**src/rtl/mem_arbiter_if.sv**
```systemverilog
// ---------------------------------------------------------------------------
// mem_arbiter_if
//   Bundles the fetch port, the data port and the single-port RAM port that
//   meet at mem_arbiter.
//
//   Fetch : if_req, if_addr      -> arbiter ; if_inst, if_ready  <- arbiter
//   Data  : mem_rd, mem_wr,
//           mem_addr, mem_wdata  -> arbiter ; mem_rdata, mem_ready <- arbiter
//   Ctrl  : stall_req            <- arbiter (to pipeline control)
//   RAM   : ram_addr, ram_wdata,
//           ram_en, ram_oe, ram_we <- arbiter ; ram_rdata -> arbiter
//
//   slave  : the arbiter's view
//   master : the surrounding system's view (pipeline + RAM device)
// ---------------------------------------------------------------------------
interface mem_arbiter_if #(
   parameter int ADDR_W = 16,
   parameter int DATA_W = 16
);
   logic              if_req;
   logic [ADDR_W-1:0] if_addr;
   logic [DATA_W-1:0] if_inst;
   logic              if_ready;

   logic              mem_rd;
   logic              mem_wr;
   logic [ADDR_W-1:0] mem_addr;
   logic [DATA_W-1:0] mem_wdata;
   logic [DATA_W-1:0] mem_rdata;
   logic              mem_ready;

   logic              stall_req;

   logic [ADDR_W-1:0] ram_addr;
   logic [DATA_W-1:0] ram_wdata;
   logic [DATA_W-1:0] ram_rdata;
   logic              ram_en;
   logic              ram_oe;
   logic              ram_we;

   modport slave (
      input  if_req, if_addr,
      output if_inst, if_ready,
      input  mem_rd, mem_wr, mem_addr, mem_wdata,
      output mem_rdata, mem_ready,
      output stall_req,
      output ram_addr, ram_wdata, ram_en, ram_oe, ram_we,
      input  ram_rdata
   );

   modport master (
      output if_req, if_addr,
      input  if_inst, if_ready,
      output mem_rd, mem_wr, mem_addr, mem_wdata,
      input  mem_rdata, mem_ready,
      input  stall_req,
      input  ram_addr, ram_wdata, ram_en, ram_oe, ram_we,
      output ram_rdata
   );
endinterface

```
**src/rtl/mem_arbiter.sv**
```systemverilog
// ---------------------------------------------------------------------------
// mem_arbiter
//   Shares one single-port RAM between instruction fetch and the MEM stage.
//   Data requests beat fetch unless fetch has been passed over STARVE_LIM
//   consecutive times. Reads take one RAM cycle; writes run a setup cycle,
//   WR_CYCLES strobe cycles and a hold cycle. Every access ends in a DONE
//   cycle that pulses the owner's ready and presents the read word.
//
//   clk, rst : rising-edge clock, synchronous active-high reset
//   bus      : mem_arbiter_if.slave (fetch, data, stall_req and RAM signals)
// ---------------------------------------------------------------------------
module mem_arbiter #(
   parameter int ADDR_W     = 16,
   parameter int DATA_W     = 16,
   parameter int WR_CYCLES  = 2,
   parameter int STARVE_LIM = 4
) (
   input logic          clk,
   input logic          rst,
   mem_arbiter_if.slave bus
);

   localparam int STARVE_W = (STARVE_LIM < 1) ? 1 : $clog2(STARVE_LIM + 1);
   localparam logic [STARVE_W-1:0] STARVE_MAX = STARVE_W'(STARVE_LIM);
   localparam logic [2:0]          WR_LAST    = 3'(WR_CYCLES - 1);

   typedef enum logic [2:0] {
      IDLE,
      RD,
      WR_SETUP,
      WR_PULSE,
      WR_HOLD,
      DONE
   } state_t;

   state_t              state, state_nxt;
   logic [ADDR_W-1:0]   addr_q;
   logic [DATA_W-1:0]   wdata_q;
   logic                owner_mem;   // 1: data port owns the access, 0: fetch
   logic [2:0]          wr_cnt;
   logic [STARVE_W-1:0] starve;
   logic [DATA_W-1:0]   if_inst_q;
   logic [DATA_W-1:0]   mem_rdata_q;

   logic data_req;
   logic fetch_force;
   logic grant_mem;
   logic grant_if;

   // Arbitration decision, only acted on in IDLE.
   always_comb begin
      data_req    = bus.mem_rd | bus.mem_wr;
      fetch_force = bus.if_req && (starve == STARVE_MAX);
      grant_mem   = data_req && !fetch_force;
      grant_if    = bus.if_req && !grant_mem;
   end

   always_comb begin
      state_nxt = state;
      unique case (state)
         IDLE: begin
            // Simultaneous rd and wr is treated as a write.
            if (grant_mem)     state_nxt = bus.mem_wr ? WR_SETUP : RD;
            else if (grant_if) state_nxt = RD;
         end
         RD:       state_nxt = DONE;
         WR_SETUP: state_nxt = WR_PULSE;
         WR_PULSE: state_nxt = (wr_cnt == 3'd0) ? WR_HOLD : WR_PULSE;
         WR_HOLD:  state_nxt = DONE;
         DONE:     state_nxt = IDLE;
         default:  state_nxt = IDLE;
      endcase
   end

   always_ff @(posedge clk) begin
      if (rst) begin
         state       <= IDLE;
         addr_q      <= '0;
         wdata_q     <= '0;
         owner_mem   <= 1'b0;
         wr_cnt      <= '0;
         starve      <= '0;
         if_inst_q   <= '0;
         mem_rdata_q <= '0;
      end else begin
         state <= state_nxt;

         if (state == IDLE) begin
            if (grant_mem) begin
               addr_q    <= bus.mem_addr;
               wdata_q   <= bus.mem_wdata;
               owner_mem <= 1'b1;
               if (!bus.if_req)              starve <= '0;
               else if (starve < STARVE_MAX) starve <= starve + STARVE_W'(1);
            end else if (grant_if) begin
               addr_q    <= bus.if_addr;
               owner_mem <= 1'b0;
               starve    <= '0;
            end else if (!bus.if_req) begin
               starve <= '0;
            end
         end

         // Counter is loaded in setup so it already holds WR_CYCLES-1 on the
         // first strobe cycle; the strobe ends after the cycle it reads 0.
         if (state == WR_SETUP)      wr_cnt <= WR_LAST;
         else if (state == WR_PULSE) wr_cnt <= wr_cnt - 3'd1;

         if (state == RD) begin
            if (owner_mem) mem_rdata_q <= bus.ram_rdata;
            else           if_inst_q   <= bus.ram_rdata;
         end
      end
   end

   // RAM controls and ready pulses decode the registered state directly.
   always_comb begin
      bus.ram_addr  = addr_q;
      bus.ram_wdata = wdata_q;
      bus.ram_en    = (state == RD) || (state == WR_SETUP) ||
                      (state == WR_PULSE) || (state == WR_HOLD);
      bus.ram_oe    = (state == RD);
      bus.ram_we    = (state == WR_PULSE);
      bus.if_ready  = (state == DONE) && !owner_mem;
      bus.mem_ready = (state == DONE) && owner_mem;
      bus.if_inst   = if_inst_q;
      bus.mem_rdata = mem_rdata_q;
      bus.stall_req = (bus.if_req & ~bus.if_ready) |
                      ((bus.mem_rd | bus.mem_wr) & ~bus.mem_ready);
   end

endmodule

```
**src/flat_wrapper.sv**
```systemverilog
// flat-port wrapper written by rule: the top's interface ports become plain ports
module mem_arbiter_flat 
#(
   parameter int ADDR_W     = 16,
   parameter int DATA_W     = 16,
   parameter int WR_CYCLES  = 2,
   parameter int STARVE_LIM = 4
)
  (clk, rst, bus_if_req, bus_if_addr, bus_if_inst, bus_if_ready, bus_mem_rd, bus_mem_wr, bus_mem_addr, bus_mem_wdata, bus_mem_rdata, bus_mem_ready, bus_stall_req, bus_ram_addr, bus_ram_wdata, bus_ram_en, bus_ram_oe, bus_ram_we, bus_ram_rdata);
  mem_arbiter_if #(.ADDR_W(ADDR_W), .DATA_W(DATA_W)) bus_i ();
  input logic clk;
  input logic rst;
  input wire logic [$bits(bus_i.if_req)-1:0] bus_if_req;
  input wire logic [$bits(bus_i.if_addr)-1:0] bus_if_addr;
  output wire logic [$bits(bus_i.if_inst)-1:0] bus_if_inst;
  output wire logic [$bits(bus_i.if_ready)-1:0] bus_if_ready;
  input wire logic [$bits(bus_i.mem_rd)-1:0] bus_mem_rd;
  input wire logic [$bits(bus_i.mem_wr)-1:0] bus_mem_wr;
  input wire logic [$bits(bus_i.mem_addr)-1:0] bus_mem_addr;
  input wire logic [$bits(bus_i.mem_wdata)-1:0] bus_mem_wdata;
  output wire logic [$bits(bus_i.mem_rdata)-1:0] bus_mem_rdata;
  output wire logic [$bits(bus_i.mem_ready)-1:0] bus_mem_ready;
  output wire logic [$bits(bus_i.stall_req)-1:0] bus_stall_req;
  output wire logic [$bits(bus_i.ram_addr)-1:0] bus_ram_addr;
  output wire logic [$bits(bus_i.ram_wdata)-1:0] bus_ram_wdata;
  output wire logic [$bits(bus_i.ram_en)-1:0] bus_ram_en;
  output wire logic [$bits(bus_i.ram_oe)-1:0] bus_ram_oe;
  output wire logic [$bits(bus_i.ram_we)-1:0] bus_ram_we;
  input wire logic [$bits(bus_i.ram_rdata)-1:0] bus_ram_rdata;
  assign bus_i.if_req = bus_if_req;
  assign bus_i.if_addr = bus_if_addr;
  assign bus_if_inst = bus_i.if_inst;
  assign bus_if_ready = bus_i.if_ready;
  assign bus_i.mem_rd = bus_mem_rd;
  assign bus_i.mem_wr = bus_mem_wr;
  assign bus_i.mem_addr = bus_mem_addr;
  assign bus_i.mem_wdata = bus_mem_wdata;
  assign bus_mem_rdata = bus_i.mem_rdata;
  assign bus_mem_ready = bus_i.mem_ready;
  assign bus_stall_req = bus_i.stall_req;
  assign bus_ram_addr = bus_i.ram_addr;
  assign bus_ram_wdata = bus_i.ram_wdata;
  assign bus_ram_en = bus_i.ram_en;
  assign bus_ram_oe = bus_i.ram_oe;
  assign bus_ram_we = bus_i.ram_we;
  assign bus_i.ram_rdata = bus_ram_rdata;
  mem_arbiter #(.ADDR_W(ADDR_W), .DATA_W(DATA_W), .WR_CYCLES(WR_CYCLES), .STARVE_LIM(STARVE_LIM)) u_core (.clk(clk), .rst(rst), .bus(bus_i));
endmodule
```
**config.mk**
```make
export PLATFORM = sky130hd
export DESIGN_NAME = mem_arbiter_flat
export DESIGN_NICKNAME = d
export VERILOG_FILES = /design/src/rtl/mem_arbiter_if.sv /design/src/rtl/mem_arbiter.sv /design/src/flat_wrapper.sv
export SDC_FILE = /design/constraint.sdc
export NUM_CORES = 1
export LEC_CHECK = 0
export CORE_AREA = 4 4 90 92
export CTS_CLUSTER_SIZE = 28
export DETAILED_ROUTE_END_ITERATION = 10
export DIE_AREA = 0 0 94 96
export GPL_TIMING_DRIVEN = 0
export PLACE_DENSITY = 0.84
export SLEW_MARGIN = 20
export SYNTH_ARGS = -nofsm -noshare
export SYNTH_HDL_FRONTEND = slang
export SYNTH_SLANG_ARGS = --single-unit
export TNS_END_PERCENT = 20
```
**constraint.sdc**
```tcl
create_clock -name clk -period 2.5 [get_ports clk]
set_clock_uncertainty 0.2 [all_clocks]
set_input_delay 0.75 -clock clk [delete_from_list [all_inputs] [get_ports clk]]
set_output_delay 0.75 -clock clk [all_outputs]
set_load 0.02 [all_outputs]
```
==> results <==
- The tightest hold path in the finished design has a slack of 0.258 ns.
- The maximum buffer depth of the clock tree is 2.
- The smallest setup slack after layout is roughly 0.029 ns.
- The setup path with the least slack is of type reg2out.
- Dividing the synthesized area by the synthesized cell count gives slightly above 8 µm².
- The placer congestion estimate is 0.888.
- The cell with the biggest individual delay on the critical path is sky130_fd_sc_hd__dfxtp_4.
- The max-capacitance violation count is 0.
- Summed over all cells, the static leakage comes to 0.00177 µW.
- The residual antenna-violating net count after detailed routing is 0.
- STA classifies the critical path endpoint as an output pin.
- The first detailed-routing pass ran for 5 iterations.
- The max-slew violation total from the final report is 0.
- The TritonCTS sink count is 74.
- In this run the vertical extent of the chip is roughly 96 µm.
- The switching part of the total is between 30% and 40%.
- The initial antenna violation count is 0.
- The number of warnings issued by yosys is 0.
- The routed design has ~11000 µm of wire.
- The number of buffers added by the clock tree synthesis step is 9.
- The clock edge transition at the registers on the reported setup and hold paths is 0.08 ns.
- The class of the most critical hold timing path is reg2reg.
- The critical-path maximum fanout is 10.
- The layout cell share with drive strength beyond 1 is 10.5%.
- The portion of the post-synthesis area used by sequential elements is 45.6%.
- The number of endpoints with negative hold slack in the final report is 0.
- The floorplan die area is around 9000 µm².
- At the pin with the least slew margin, the transition time is 0.676 ns.
- Of the total power, registers draw around two fifths.
- The worst IR drop on VDD is 0.450 mV.
- The synthesized design contains 0 enable-type register cells.
- Synthesis instantiated 44 different standard cells from the library.
- The data arrival time of the critical path is approximately 1.5 ns.
- The cell sitting at the root of the clock tree is a sky130_fd_sc_hd__clkbuf_8.
- After the last flow step, the layout net total stands at slightly above 600.
- The internal power of the cells totals 2360 µW.
- The cell area after technology mapping is 3250 µm².
- The antenna diode count is 0.
- Synthesis handed over a netlist of 396 instances.
- The starting density of the core is 45.1%.
- The part of the cycle the worst path needs is approximately 100%.
- The placeable core area is 7210 µm².
- The worst setup path is launched from a register.
- With fillers left out, the area of the finished cells amounts to 4970 µm².
- The number of inserted filler cells in the final layout is approximately 610.
- For the worst-skew pair, the clock arrives at the later sink with an insertion delay of 0.34 ns.
- By area the synthesized netlist is led by sky130_fd_sc_hd__dfxtp_1 46%, sky130_fd_sc_hd__a21oi_1 11%, sky130_fd_sc_hd__nand2_1 7.8%.
- The power spent charging and discharging nets is approximately 1300 µW.
- The detailed-route via count is about 3500.
- The most frequently used flop master after synthesis is sky130_fd_sc_hd__dfxtp_1.
- In the global route stage, overall resource usage came out at 23.9%.
- After layout, the minimum clock period comes to 2.47 ns.
- The number of DRC markers in iteration 0 is 175.
- The cell accounting for the most synthesized area is sky130_fd_sc_hd__dfxtp_1.
- The worst path required time is 1.55 ns.
- Setup repair after global routing could not meet its margin everywhere.
- The startpoint identified for the worst hold timing path is u_core.wr_cnt[1]$_SDFFE_PP0P_.
- Combinational logic is responsible for 37.1% of the overall power.
- Compared with the post-synthesis result, the final layout area differs by 52.8%.
- The worst pin sits at a relative slew slack of 54.6%.
- The startpoint identified for the worst register-to-register timing path is u_core.starve[0]$_SDFFE_PP0P_.
- The largest net degree at the start of global routing is 19.
- The H-tree generated during clock tree synthesis spans 3 levels.
- The total negative slack is 0 ns.
- Summed over all layers, the global routing overflow is 0.
- On the worst path, the slowest cell contributes a delay of around 0.37 ns.
- The number of cells after detailed placement is 632.
- The synthesized netlist net count is 469.
- The run finished with clean final reports.
- TritonCTS built the clock tree.
- The clock share of power is 23.4%.
- The total placed instance area is about 4700 µm².
- The worst-case setup slack after placement is -1.28 ns.
- Traced cell by cell, the critical path runs through buf_4 -> nor3_2 -> buf_6 -> nor2_1 -> clkdlybuf4s15_2.
- Setup violations remaining at the end of the flow were counted as 0.
- In this run the horizontal extent of the chip is 94 µm.
- The count of input and output buffers is 137.
- After detailed routing, the number of remaining DRC violations is 0.
- The boundary pin count is 139.
- Summed over its instances, the top area cell type makes up 45.6% of the synthesized netlist area.
- The power per cell area is 741 nW/µm².
- The final standard cell count with taps included and fillers excluded is 650.
- The global-route wire length before repair is 17200 µm.
- The HPWL after detailed placement is 7920 µm.
- The share of synthesized flip-flops with an asynchronous set or reset is 0%.
- The row count is 31.
- The mean routed wirelength per cell is 16.4 µm.
- In this run, synthesis produced a sequential element count of 74.
- Timing would allow up to between 0.4 and 0.5 GHz.
- The beginning of the critical path is u_core.state[1]$_SDFFE_PP0P_.
- The mean number of vias per cell is 5.46.
- The via count of the first global-routing pass came to 3565.
==> registers in the layout, indices dropped and copies added, names as in the netlist <==
name and cells:
u_core.bus.if_inst 16, u_core.bus.mem_rdata 16, u_core.bus.ram_addr 16, u_core.bus.ram_wdata 16, u_core.starve 3, u_core.state 3
u_core.wr_cnt 3, u_core.owner_mem 1
==> cell usage in the layout, fill, tap and decap left out, types with 16 or more instances in the layout <==
master and n:
sky130_fd_sc_hd__nand2_1 68, sky130_fd_sc_hd__dfxtp_1 71, sky130_fd_sc_hd__nand3_1 18, sky130_fd_sc_hd__clkbuf_1 20, sky130_fd_sc_hd__o21ai_0 17, sky130_fd_sc_hd__o31ai_1 17, sky130_fd_sc_hd__nand4_1 17, sky130_fd_sc_hd__a311oi_1 16
sky130_fd_sc_hd__a21oi_1 69, sky130_fd_sc_hd__clkdlybuf4s50_1 129
==> power by group through the flow <==
stage / Combinational [µW] / Clock, µW / Sequential [µW]
3_3_place_gp: 1310 / 0 / 1470
3_5_place_dp: 1340 / 0 / 1470
6_report: 1360 / 860 / 1460
4_1_cts: 1360 / 872 / 1450
5_1_grt: 1470 / 925 / 1480
2_1_floorplan: 588 / 0 / 1640
==> cell usage after synthesis (2+ instances only) <==
cell type,n
sky130_fd_sc_hd__buf_2,10
sky130_fd_sc_hd__clkbuf_1,22
sky130_fd_sc_hd__o31ai_1,17
sky130_fd_sc_hd__a31oi_1,2
sky130_fd_sc_hd__a21oi_1,69
sky130_fd_sc_hd__nor2_1,9
sky130_fd_sc_hd__a311oi_1,16
sky130_fd_sc_hd__nand3_1,18
sky130_fd_sc_hd__nor3_1,2
sky130_fd_sc_hd__buf_6,3
sky130_fd_sc_hd__nand4_1,17
sky130_fd_sc_hd__o21ai_0,19
sky130_fd_sc_hd__ha_1,4
sky130_fd_sc_hd__nand2_1,68
sky130_fd_sc_hd__nand3b_1,3
sky130_fd_sc_hd__nor3b_1,2
sky130_fd_sc_hd__dfxtp_1,74
sky130_fd_sc_hd__buf_4,4
sky130_fd_sc_hd__inv_1,8
sky130_fd_sc_hd__nand2b_1,4
sky130_fd_sc_hd__buf_1,2
==> final timing paths <==
check	cells past startpoint	slack (ns)	to
max	5	0.03	bus_ram_en
min	2	0.26	u_core.wr_cnt[1]$_SDFFE_PP0P_
max reg2reg	6	0.39	u_core.bus.ram_addr[11]$_SDFFE_PP0P_
min reg2reg	2	0.26	u_core.wr_cnt[1]$_SDFFE_PP0P_
==> layout make-up <==
class / count / area [µm²] / share of cell area, %
multi-input cells: 272 / 1550 / 31.1
plain buffers: 41 / 228 / 4.58
repair buffers: 140 / 1370 / 27.5
well taps: 99 / 124 / 2.49
clock buffers: 9 / 124 / 2.49
flip-flops and latches: 74 / 1490 / 30.0
inverters: 8 / 30.0 / 0.604
clock inverters: 7 / 58.8 / 1.18
==> logic make-up (layout without fill, tap and decap cells) <==
logic type / after synthesis / count (layout) / synth area share (%)
flip-flops: 74 / 74 / 45.6
multiplexers: 1 / 1 / 0.308
adder cells (fa/ha/maj): 4 / 4 / 1.54
AND/OR/NAND/NOR: 136 / 136 / 21.0
buffers and inverters: 50 / 205 / 7.35
AO/OA/AOI/OAI: 131 / 131 / 24.3
==> through the flow <==
step / power, µW / utilization, %
global route: 3870 / 68.9
global placement: 2780 / 65.8
detailed placement: 2810 / 65.8
finish: 3680 / 68.9
CTS: 3680 / 69.2
floorplan: 2220 / -
==> metal layers <==
layer  up-vias  share of wire (%)  global-route usage, %
li1       1729                  -                      -
met1      1646                 42                   30.9
met2       148                 49                   38.7
met3        24                6.9                   4.38
met4         0                2.8                   11.1
met5         -                  0                      0
==> critical path, delay by kind of cell (launching register included) <==
kind,cells,cell delay [ns]
buffers and inverters,3,0.55
DFF,1,0.37
and+or+nand+nor,2,0.26
==> timing repair <==
action                     CTS  global route
setup endpoints to repair    6             6
setup buffers                3             0
pin swaps                    1             0
gates resized for setup     40            11
hold buffers                 0             0
Power figures use the tool's default switching activity.
